**src/rtl/mcp320x_spi_scan.sv**
```systemverilog
`timescale 1ns/1ps
// mcp320x_spi_scan
//   SPI master for the MCP3202 / MCP3204 / MCP3208 12-bit ADCs. On every sample tick it
//   sweeps the enabled channels in ascending order, one CS frame per channel. Each
//   conversion is emitted as a 12-bit word tagged with its channel index.
//
// Ports
//   clk, rst_n  system clock, asynchronous active-low reset
//   en          enables the sample-tick counter (held at 0 while low)
//   miso        ADC data out
//   mosi        ADC data in (command bits)
//   sck         SPI clock, mode 0,0
//   cs          chip select, active low
//   data, ch    last converted word and its channel index
//   dv          one-cycle pulse when data/ch update
//   busy        high from sweep start through the final CS-high gap
//   overrun     one-cycle pulse when a tick arrives while busy (the tick is dropped)
module mcp320x_spi_scan #(
  parameter int unsigned ADC_TYPE      = 0,
  parameter int unsigned NUM_CH        = 2,
  parameter logic [7:0]  CH_MASK       = 8'h03,
  parameter bit          DIFF          = 1'b0,
  parameter int unsigned SCK_DIV       = 100,
  parameter int unsigned TCSH_CYC      = 50,
  parameter int unsigned SAMPLE_PERIOD = 200000
) (
  input  logic        clk,
  input  logic        rst_n,
  input  logic        en,
  input  logic        miso,
  output logic        mosi,
  output logic        sck,
  output logic        cs,
  output logic [11:0] data,
  output logic [2:0]  ch,
  output logic        dv,
  output logic        busy,
  output logic        overrun
);

  localparam int unsigned FRAME_SCK    = (ADC_TYPE == 0) ? 17 : 19;
  localparam int unsigned FIRST_DATA_K = (ADC_TYPE == 0) ? 5 : 7;
  localparam int unsigned HALF         = SCK_DIV / 2;
  localparam int unsigned TMR_MAX      = (SCK_DIV > TCSH_CYC) ? SCK_DIV : TCSH_CYC;
  localparam int unsigned TMR_W        = $clog2(TMR_MAX + 1);
  localparam int unsigned TICK_W       = (SAMPLE_PERIOD > 1) ? $clog2(SAMPLE_PERIOD) : 1;
  localparam logic [8:0]  NUM_CH_ONES  = (9'd1 << NUM_CH) - 9'd1;
  localparam logic [7:0]  VALID_MASK   = CH_MASK & NUM_CH_ONES[7:0];

  typedef enum logic [1:0] {
    StIdle,
    StSetup,
    StShift,
    StGap
  } state_e;

  state_e            state_q, state_d;
  logic [TMR_W-1:0]  tmr_q, tmr_d;     // SETUP/GAP length, SCK divider in SHIFT
  logic [4:0]        k_q, k_d;         // SCK period index within the frame
  logic [2:0]        cur_ch_q, cur_ch_d;
  logic [10:0]       shreg_q, shreg_d;
  logic [11:0]       data_q, data_d;
  logic [2:0]        ch_q, ch_d;
  logic              dv_q, dv_d;
  logic              busy_q, busy_d;
  logic              overrun_q, overrun_d;
  logic              cs_q, cs_d;
  logic              sck_q, sck_d;
  logic              mosi_q, mosi_d;
  logic [TICK_W-1:0] tick_cnt_q, tick_cnt_d;
  logic              tick;

  logic [2:0]        first_ch, nxt_ch;
  logic              nxt_valid;
  logic [4:0]        cmd_word, cmd_shift;

  // Sample-tick counter
  always_comb begin
    tick = en && (tick_cnt_q == TICK_W'(SAMPLE_PERIOD - 1));
    if (!en || tick) begin
      tick_cnt_d = '0;
    end else begin
      tick_cnt_d = tick_cnt_q + TICK_W'(1);
    end
  end

  // Lowest enabled channel, and lowest enabled channel above the current one.
  // Scanning downwards leaves the lowest match in the outputs.
  always_comb begin
    first_ch  = '0;
    nxt_ch    = '0;
    nxt_valid = 1'b0;
    for (int i = 7; i >= 0; i--) begin
      if (VALID_MASK[i]) begin
        first_ch = 3'(i);
        if (3'(i) > cur_ch_q) begin
          nxt_ch    = 3'(i);
          nxt_valid = 1'b1;
        end
      end
    end
  end

  // Command bits, first-sent bit at [4]. Shifting by k leaves bit k at [4] and
  // naturally yields 0 once the command is exhausted.
  always_comb begin
    if (ADC_TYPE == 0) begin
      cmd_word = {1'b1, ~DIFF, cur_ch_d[0], 1'b1, 1'b0};
    end else begin
      cmd_word = {1'b1, ~DIFF, cur_ch_d};
    end
    cmd_shift = cmd_word << k_d;
  end

  // Next state and registered-output decode
  always_comb begin
    state_d   = state_q;
    tmr_d     = tmr_q;
    k_d       = k_q;
    cur_ch_d  = cur_ch_q;
    shreg_d   = shreg_q;
    data_d    = data_q;
    ch_d      = ch_q;
    dv_d      = 1'b0;
    overrun_d = tick && (state_q != StIdle);

    unique case (state_q)
      StIdle: begin
        if (tick && (VALID_MASK != 8'h00)) begin
          state_d  = StSetup;
          tmr_d    = '0;
          cur_ch_d = first_ch;
        end
      end

      StSetup: begin
        if (tmr_q == TMR_W'(HALF - 1)) begin
          state_d = StShift;
          tmr_d   = '0;
          k_d     = '0;
        end else begin
          tmr_d = tmr_q + TMR_W'(1);
        end
      end

      StShift: begin
        // Sample on the edge where the divider enters the high half, i.e. the
        // same edge at which the registered sck rises.
        if (tmr_q == TMR_W'(HALF - 1) && k_q >= 5'(FIRST_DATA_K)) begin
          shreg_d = {shreg_q[9:0], miso};
          if (k_q == 5'(FRAME_SCK - 1)) begin
            data_d = {shreg_q, miso};
            ch_d   = cur_ch_q;
            dv_d   = 1'b1;
          end
        end
        if (tmr_q == TMR_W'(SCK_DIV - 1)) begin
          tmr_d = '0;
          if (k_q == 5'(FRAME_SCK - 1)) begin
            state_d = StGap;
          end else begin
            k_d = k_q + 5'd1;
          end
        end else begin
          tmr_d = tmr_q + TMR_W'(1);
        end
      end

      StGap: begin
        if (tmr_q == TMR_W'(TCSH_CYC - 1)) begin
          tmr_d = '0;
          if (nxt_valid) begin
            state_d  = StSetup;
            cur_ch_d = nxt_ch;
          end else begin
            state_d = StIdle;
          end
        end else begin
          tmr_d = tmr_q + TMR_W'(1);
        end
      end

      default: state_d = StIdle;
    endcase

    // Pin values are registered from the next state so they line up with state_q
    // and never glitch.
    cs_d   = !((state_d == StSetup) || (state_d == StShift));
    sck_d  = (state_d == StShift) && (tmr_d >= TMR_W'(HALF));
    mosi_d = (state_d == StShift) && cmd_shift[4];
    busy_d = (state_d != StIdle);
  end

  always_ff @(posedge clk or negedge rst_n) begin
    if (!rst_n) begin
      state_q    <= StIdle;
      tmr_q      <= '0;
      k_q        <= '0;
      cur_ch_q   <= '0;
      shreg_q    <= '0;
      data_q     <= '0;
      ch_q       <= '0;
      dv_q       <= 1'b0;
      busy_q     <= 1'b0;
      overrun_q  <= 1'b0;
      cs_q       <= 1'b1;
      sck_q      <= 1'b0;
      mosi_q     <= 1'b0;
      tick_cnt_q <= '0;
    end else begin
      state_q    <= state_d;
      tmr_q      <= tmr_d;
      k_q        <= k_d;
      cur_ch_q   <= cur_ch_d;
      shreg_q    <= shreg_d;
      data_q     <= data_d;
      ch_q       <= ch_d;
      dv_q       <= dv_d;
      busy_q     <= busy_d;
      overrun_q  <= overrun_d;
      cs_q       <= cs_d;
      sck_q      <= sck_d;
      mosi_q     <= mosi_d;
      tick_cnt_q <= tick_cnt_d;
    end
  end

  assign cs      = cs_q;
  assign sck     = sck_q;
  assign mosi    = mosi_q;
  assign data    = data_q;
  assign ch      = ch_q;
  assign dv      = dv_q;
  assign busy    = busy_q;
  assign overrun = overrun_q;

endmodule

```
**config.mk**
```make
export PLATFORM = sky130hd
export DESIGN_NAME = mcp320x_spi_scan
export DESIGN_NICKNAME = d
export VERILOG_FILES = /design/src/rtl/mcp320x_spi_scan.sv
export SDC_FILE = /design/constraint.sdc
export NUM_CORES = 1
export LEC_CHECK = 0
export BUFFER_PORTS_ARGS = -buffer_cell sky130_fd_sc_hd__buf_2
export CAP_MARGIN = 20
export CORE_MARGIN = 2
export CORE_UTILIZATION = 56
export CTS_CLUSTER_SIZE = 30
export DETAILED_ROUTE_END_ITERATION = 7
export GPL_TIMING_DRIVEN = 0
export PLACE_DENSITY = 0.77
export SYNTH_ARGS = -nofsm -noshare
export SYNTH_HDL_FRONTEND = slang
export SYNTH_SLANG_ARGS = --single-unit
```
**constraint.sdc**
```tcl
create_clock -name clk -period 7.16 [get_ports clk]
set_input_delay 1.432 -clock clk [delete_from_list [all_inputs] [get_ports clk]]
set_output_delay 1.432 -clock clk [all_outputs]
set_load 0.02 [all_outputs]
```
==> flow_summary.json, run 1 <==
{
  "cts.sinks": 63,
  "r2r-start": "state_q[0]$_DFF_PN0_",
  "crit_slowest_cell": "a31oi_2",
  "outcome": "complete, no violations",
  "numCtsBuffers": 9,
  "cts.root.buffer_cell": "clkbuf_8",
  "netlist_area_mm2": 0.00308,
  "routed_wirelength_um": 5590,
  "fin_nets": 335,
  "antenna_found_initial": 0,
  "slowest_delay_ns": 0.49,
  "hold_viol_final": 0,
  "hold_depth": 1,
  "arrival_ns": 3.11,
  "min_from": "tick_cnt_q[0]$_DFF_PN0_",
  "yosys-top-cells-area": "dfrtp_1 (50%), mux2_2 (8.4%), ha_1 (4.9%), nand2_1 (3.3%), nor2_1 (3.3%)",
  "dp_hpwl_um": 3960,
  "ys_seq_area_frac": 0.513,
  "postCtsHoldBufs": 0,
  "portBuffers": 22,
  "insertion_delay_ns": 0.34,
  "path_cells": "inv_1 > ha_1 > clkbuf_1 > inv_1 > a31oi_2 > nand2_1 > o21ai_0 > ha_1 > o211ai_1 > a2111oi_2",
  "synth_top_area_share": 0.504,
  "async_reset_ff_frac": 1.00,
  "yosysWarnings": 0,
  "start_kind": "flop",
  "worstSetupStartpoint": "state_q[0]$_DFF_PN0_",
  "layout-drive-gt1-share": 0.247,
  "cts_tree": "done",
  "dieArea_mm2": 0.00611,
  "area_growth_pct": 13.2,
  "clk_pin_slew_worst_paths_ns": 0.07,
  "cellLeakagePower_nw": 1.65,
  "core_area_mm2": 0.00520,
  "routedWlPerCell_um": 14.2,
  "required_ns": 7.39,
  "period_needed_ns": 2.88,
  "report.final.slew_viol_count": 0,
  "vias": 2259,
  "ys_top_cells_by_count": "dfrtp_1 (62), nand2_1 (27), nor2_1 (27)",
  "synth_top_area_cell": "dfrtp_1",
  "worst_setup_path_end_kind": "flop",
  "timing.slew.headroom": 0.481,
  "cts_resized": 0,
  "ir_drop_v": 0.000125,
  "netlist-cell-type-count": 53,
  "htreeDepth": 3,
  "avgViaCountPerCell": 5.73,
  "power_mw": 0.654,
  "worstPathMaxFanout": 10,
  "drc": 0,
  "dr.first_iter.drc_count": 109,
  "syn_inst": 284,
  "fmax_mhz": 347,
  "grt_pass1_wl_um": 9490,
  "start_util": 0.591,
  "fp.dieW_um": 78.1,
  "finalClockSkew_ns": 0.00870,
  "ys.flop_type": "dfrtp_1",
  "synth-edff-count": 0,
  "ys_ff_latch": 63,
  "io_pins": 25,
  "powerDensity_mw_per_mm2": 188,
  "fin_setup_tns_ns": 0,
  "firstDrtPassIters": 4,
  "whs_ns": 0.490,
  "synth.most_common_cell": "dfrtp_1",
  "postCtsSetupBuffers": 0,
  "cts_buffer_depth": 2,
  "grt_pass1_vias": 2076,
  "drv_cap": 0,
  "grt-ovfl-total": 0,
  "worst_pin_slew_ns": 0.779,
  "antenna_left": 0,
  "rows": 26,
  "antennaDiodeCount": 0,
  "r2r_setup_slack_ns": 4.28,
  "die_y_um": 78.1,
  "avgSynthCellArea_um2": 10.8,
  "rsz0062_at_grt": "no",
  "setup_viol": 0,
  "grt_max_degree": 35,
  "worst_hold_path_type": "flop to flop",
  "reg2regPathDepth": 10,
  "post-route-period-util": 0.403,
  "grt_usage": 0.197,
  "gp_congestion": 0.863,
  "worstSetupPathType": "flop to flop"
}
==> power breakdown <==
| group | switching, mW | total [mW] | internal [mW] |
|---|---|---|---|
| Combinational | 0.0113 | 0.0156 | 0.00433 |
| Clock | 0.143 | 0.279 | 0.136 |
| Sequential | 0.00161 | 0.359 | 0.357 |
==> cells in the final DEF (no fill, tap or decap), types with 3 or more instances in the layout <==
master,instances
dfrtp_1,62
nand2_1,27
nor2_1,27
buf_2,24
mux2_2,23
o21ai_0,17
inv_1,15
ha_1,12
xor2_1,10
clkbuf_8,10
nand3_1,9
and3_1,6
xnor2_1,6
a21oi_1,5
nand4_1,4
and4_1,3
buf_4,3
nand4b_1,3
clkbuf_1,3
or2_2,3
o21a_1,3
a22o_1,3
clkinv_4,3
==> area by class of cell <==
type / count / area [um2]
plain buffers: 8 / 43.8
flip-flops and latches: 63 / 1580
multi-input cells: 199 / 1400
repair buffers: 23 / 130
clock buffers: 10 / 138
clock inverters: 6 / 46.3
inverters: 15 / 56.3
well taps: 70 / 87.6
fillers: 409 / 1720
==> cell families (layout without fill, tap and decap cells) <==
kind of cell	after synthesis	count (layout)	synth area share
buffers and inverters	23	62	0.0325
adder cells (fa/ha/maj)	12	12	0.0488
other	1	2	0.00122
flip-flops	63	63	0.513
XOR/XNOR	16	16	0.0455
AO/OA/AOI/OAI	49	49	0.113
AND/OR/NAND/NOR	96	96	0.159
multiplexers	24	24	0.0874
==> worst max-delay path, delay by kind of cell, from the launching register on <==
family                     cells  cell delay [ns]
AOI/OAI and AO/OA              4             1.10
and+or+nand+nor                1             0.14
buffers and inverters          3             0.69
adders and majority gates      2             0.42
DFF                            1             0.41
==> stage by stage <==
stage / instances / util / setup WS (ns) / area [um2]
final: 394 / 0.669 / 4.28 / 3480
after global routing: 394 / 0.669 / 4.01 / 3480
after CTS: 394 / 0.669 / 4.27 / 3480
after detailed placement: 378 / 0.634 / 4.04 / 3300
after global placement: 377 / 0.630 / 4.05 / 3280
after floorplan: 285 / - / 4.52 / 3080
==> layer usage <==
layer | global-route usage | vias to the layer above | wire (um)
li1 | - | 1070 | -
met1 | 0.272 | 1108 | 2600
met2 | 0.309 | 73 | 2660
met3 | 0.0356 | 8 | 263
met4 | 0.0825 | 0 | 69
met5 | 0 | - | 0
==> path summary, 6_finish.rpt <==
| path | end |
|---|---|
| min in group asynchronous | data[11]$_DFFE_PN0P_ |
| setup reg to reg | mosi$_DFF_PN0_ |
| setup / recovery | mosi$_DFF_PN0_ |
| hold / removal | tick_cnt_q[0]$_DFF_PN0_ |
| max in group asynchronous | ch[0]$_DFFE_PN0P_ |
| hold reg to reg | tick_cnt_q[0]$_DFF_PN0_ |
==> state kept, by name, indices dropped and copies added, names as in the netlist, 2 cells and up <==
name / count
k_q: 5
shreg_q: 11
tick_cnt_q: 18
tmr_q: 7
data: 12
state_q: 2
Note: power is estimated with default switching activity, not from simulation.
==> run 2: changes to the inputs <==
ABC_AREA = 1   (was not set)
CORE_UTILIZATION = 54   (was 56)
PLACE_DENSITY = 0.78   (was 0.77)
clock period = 2.3 ns   (was 7.16 ns; I/O delays follow)
==> flow_summary.json, run 2 <==
{
  "worstSetupPathType": "flop to flop",
  "avgViaCountPerCell": 5.24,
  "antenna_left": 0,
  "final_common_cell": "nand2_1",
  "synth_top_area_cell": "dfrtp_1",
  "yosys-top-cells-area": "dfrtp_1 (46%), nand2_1 (11%), inv_1 (7.4%), nor2_1 (4.6%), ha_1 (4.4%)",
  "post-route-util": 0.637,
  "worstSetupStartpoint": "tmr_q[0]$_DFF_PN0_",
  "core_area_mm2": 0.00599,
  "routed_wirelength_um": 6680,
  "start_kind": "flop",
  "grt_pass1_vias": 2619,
  "ir_drop_v": 0.000436,
  "ys_seq_area_frac": 0.467,
  "setup_ws_ns": 0.234,
  "r2r-start": "tmr_q[0]$_DFF_PN0_",
  "drv_cap": 0,
  "firstDrtPassIters": 4,
  "cts.root.buffer_cell": "clkbuf_8",
  "synth.most_common_cell": "nand2_1",
  "cts_buffer_depth": 2,
  "setup_viol": 0,
  "synth-edff-count": 0,
  "synth_top_area_share": 0.459,
  "area_growth_pct": 13.0,
  "gp_congestion": 0.819,
  "vias": 2785,
  "clk_pin_slew_worst_paths_ns": 0.07,
  "pre_cts_slack_ns": 0.0473,
  "htreeDepth": 3,
  "synth-compound-area-share": 0.102,
  "async_reset_ff_frac": 1.00,
  "largest_register": "tick_cnt_q",
  "outcome": "complete, no violations",
  "start_util": 0.564,
  "syn_inst": 416,
  "netlist_area_mm2": 0.00338,
  "portBuffers": 22,
  "ys_ff_latch": 63,
  "synth_xor_xnor_area_share": 0.0207,
  "numCtsBuffers": 9,
  "required_ns": 2.53,
  "die_y_um": 83.1,
  "worst_hold_path_type": "primary input to async pin",
  "io_pins": 25,
  "routedWlPerCell_um": 12.6,
  "worst_setup_path_end_kind": "flop",
  "rows": 28,
  "layout_common_cells": "nand2_1 (96), inv_1 (66), dfrtp_1 (61), nor2_1 (41), nand3_1 (28)",
  "rsz0062_at_grt": "no",
  "synth-simple-area-share": 0.269,
  "synth_top_family_by_area": "simple AND/OR/NAND/NOR gates",
  "fin_setup_tns_ns": 0,
  "stdcell_area_mm2": 0.00382,
  "hold_viol_final": 0,
  "report.final.slew_viol_count": 0,
  "ys_top_cells_by_count": "nand2_1 (96), inv_1 (67), dfrtp_1 (62)",
  "antenna_found_initial": 0,
  "dr.first_iter.drc_count": 189,
  "period_needed_ns": 2.07,
  "timing.slew.headroom": 0.624,
  "ys.flop_type": "dfrtp_1",
  "dp_hpwl_um": 4650,
  "post-route-period-util": 0.898,
  "whs_ns": 0.101,
  "dieArea_mm2": 0.00690,
  "insertion_delay_ns": 0.35,
  "yosysWarnings": 0,
  "fp.dieW_um": 83.1,
  "cts_tree": "done",
  "grt_max_degree": 41,
  "powerDensity_mw_per_mm2": 557,
  "grt_pass1_wl_um": 11400,
  "fin_nets": 467,
  "netlist-cell-type-count": 38,
  "cellLeakagePower_nw": 1.95,
  "grt_usage": 0.202,
  "fmax_mhz": 484,
  "largest_reg_flops": 18,
  "layout-drive-gt1-share": 0.173,
  "synth.area.mux_share": 0,
  "placed_cell_area_mm2": 0.00361,
  "arrival_ns": 2.30,
  "grt-ovfl-total": 0,
  "avgSynthCellArea_um2": 8.12,
  "worst_pin_slew_ns": 0.564,
  "yosys.area_share.adder": 0.0444,
  "worstPathMaxFanout": 9,
  "cts.sinks": 63,
  "finalClockSkew_ns": 0.00990,
  "postCtsHoldBufs": 0,
  "antennaDiodeCount": 0,
  "drc": 0
}
-- run 2: changes by cell type in the layout (fill, tap and decap cells not counted), moves of 12 or more --
cell,change
o21ai_2,+12
nand2_1,+69
mux2_2,-23
nand3_1,+19
inv_1,+51
nor2_1,+14
-- run 2: where the power goes --
| part | internal (mW) | switching [mW] |
|---|---|---|
| sequential | 1.11 | 0.00499 |
| combinational | 0.0130 | 0.0353 |
| clock | 0.501 | 0.459 |
| total | 1.63 | 0.500 |
-- run 2: per-layer routing --
| metal | routed length (um) | vias to the layer above | GRT usage |
|---|---|---|---|
| li1 | - | 1377 | - |
| met1 | 3060 | 1318 | 0.256 |
| met2 | 3140 | 72 | 0.332 |
| met3 | 320 | 18 | 0.0487 |
| met4 | 157 | 0 | 0.0820 |
| met5 | 0 | - | 0 |
-- run 2: final timing paths --
| kind | slack [ns] | cells past startpoint | endpoint |
|---|---|---|---|
| max | 0.23 | 13 | mosi$_DFF_PN0_ |
| min | 0.10 | 1 | tick_cnt_q[11]$_DFF_PN0_ |
| max reg2reg | 0.23 | 13 | mosi$_DFF_PN0_ |
| min reg2reg | 0.47 | 2 | data[0]$_DFFE_PN0P_ |
| max in group asynchronous | 1.59 | 2 | tmr_q[0]$_DFF_PN0_ |
| min in group clk | 0.33 | 3 | data[0]$_DFFE_PN0P_ |
-- run 2: cells by family after synthesis --
family | after synthesis
other | 1
AO/OA/AOI/OAI | 53
AND/OR/NAND/NOR | 200
XOR/XNOR | 8
flip-flops | 63
buffers and inverters | 79
adder cells (fa/ha/maj) | 12
-- run 2: final cells by class --
cell class	count	area (um2)
repair buffers	23	130
clock inverters	7	72.6
plain buffers	11	70.1
flip-flops and latches	63	1580
inverters	68	255
well taps	75	93.8
multi-input cells	275	1490
clock buffers	9	124
fillers	513	2170
-- run 2: per-stage QoR --
stage,std cells,total power [mW]
after floorplan,417,1.15
after global placement,514,1.18
after detailed placement,515,1.19
after CTS,531,2.15
after global routing,531,2.20
final,531,2.13
-- run 2: worst max-delay path: stages (launching register included) --
cell and delay [ns]:
dfrtp_2 0.43, ha_2 0.26, nand2_1 0.07, inv_1 0.09, nand3_4 0.14, inv_2 0.12
nand2_1 0.06, o2111ai_1 0.18, nand2_1 0.13, ha_1 0.21, inv_1 0.09, nor2_1 0.06
nand3_1 0.07, nor2_1 0.05
-- run 2: repair_timing --
action	4_1_cts	5_1_grt
buffers inserted	0	0
endpoints found under the setup margin	0	3
resized for setup	0	9
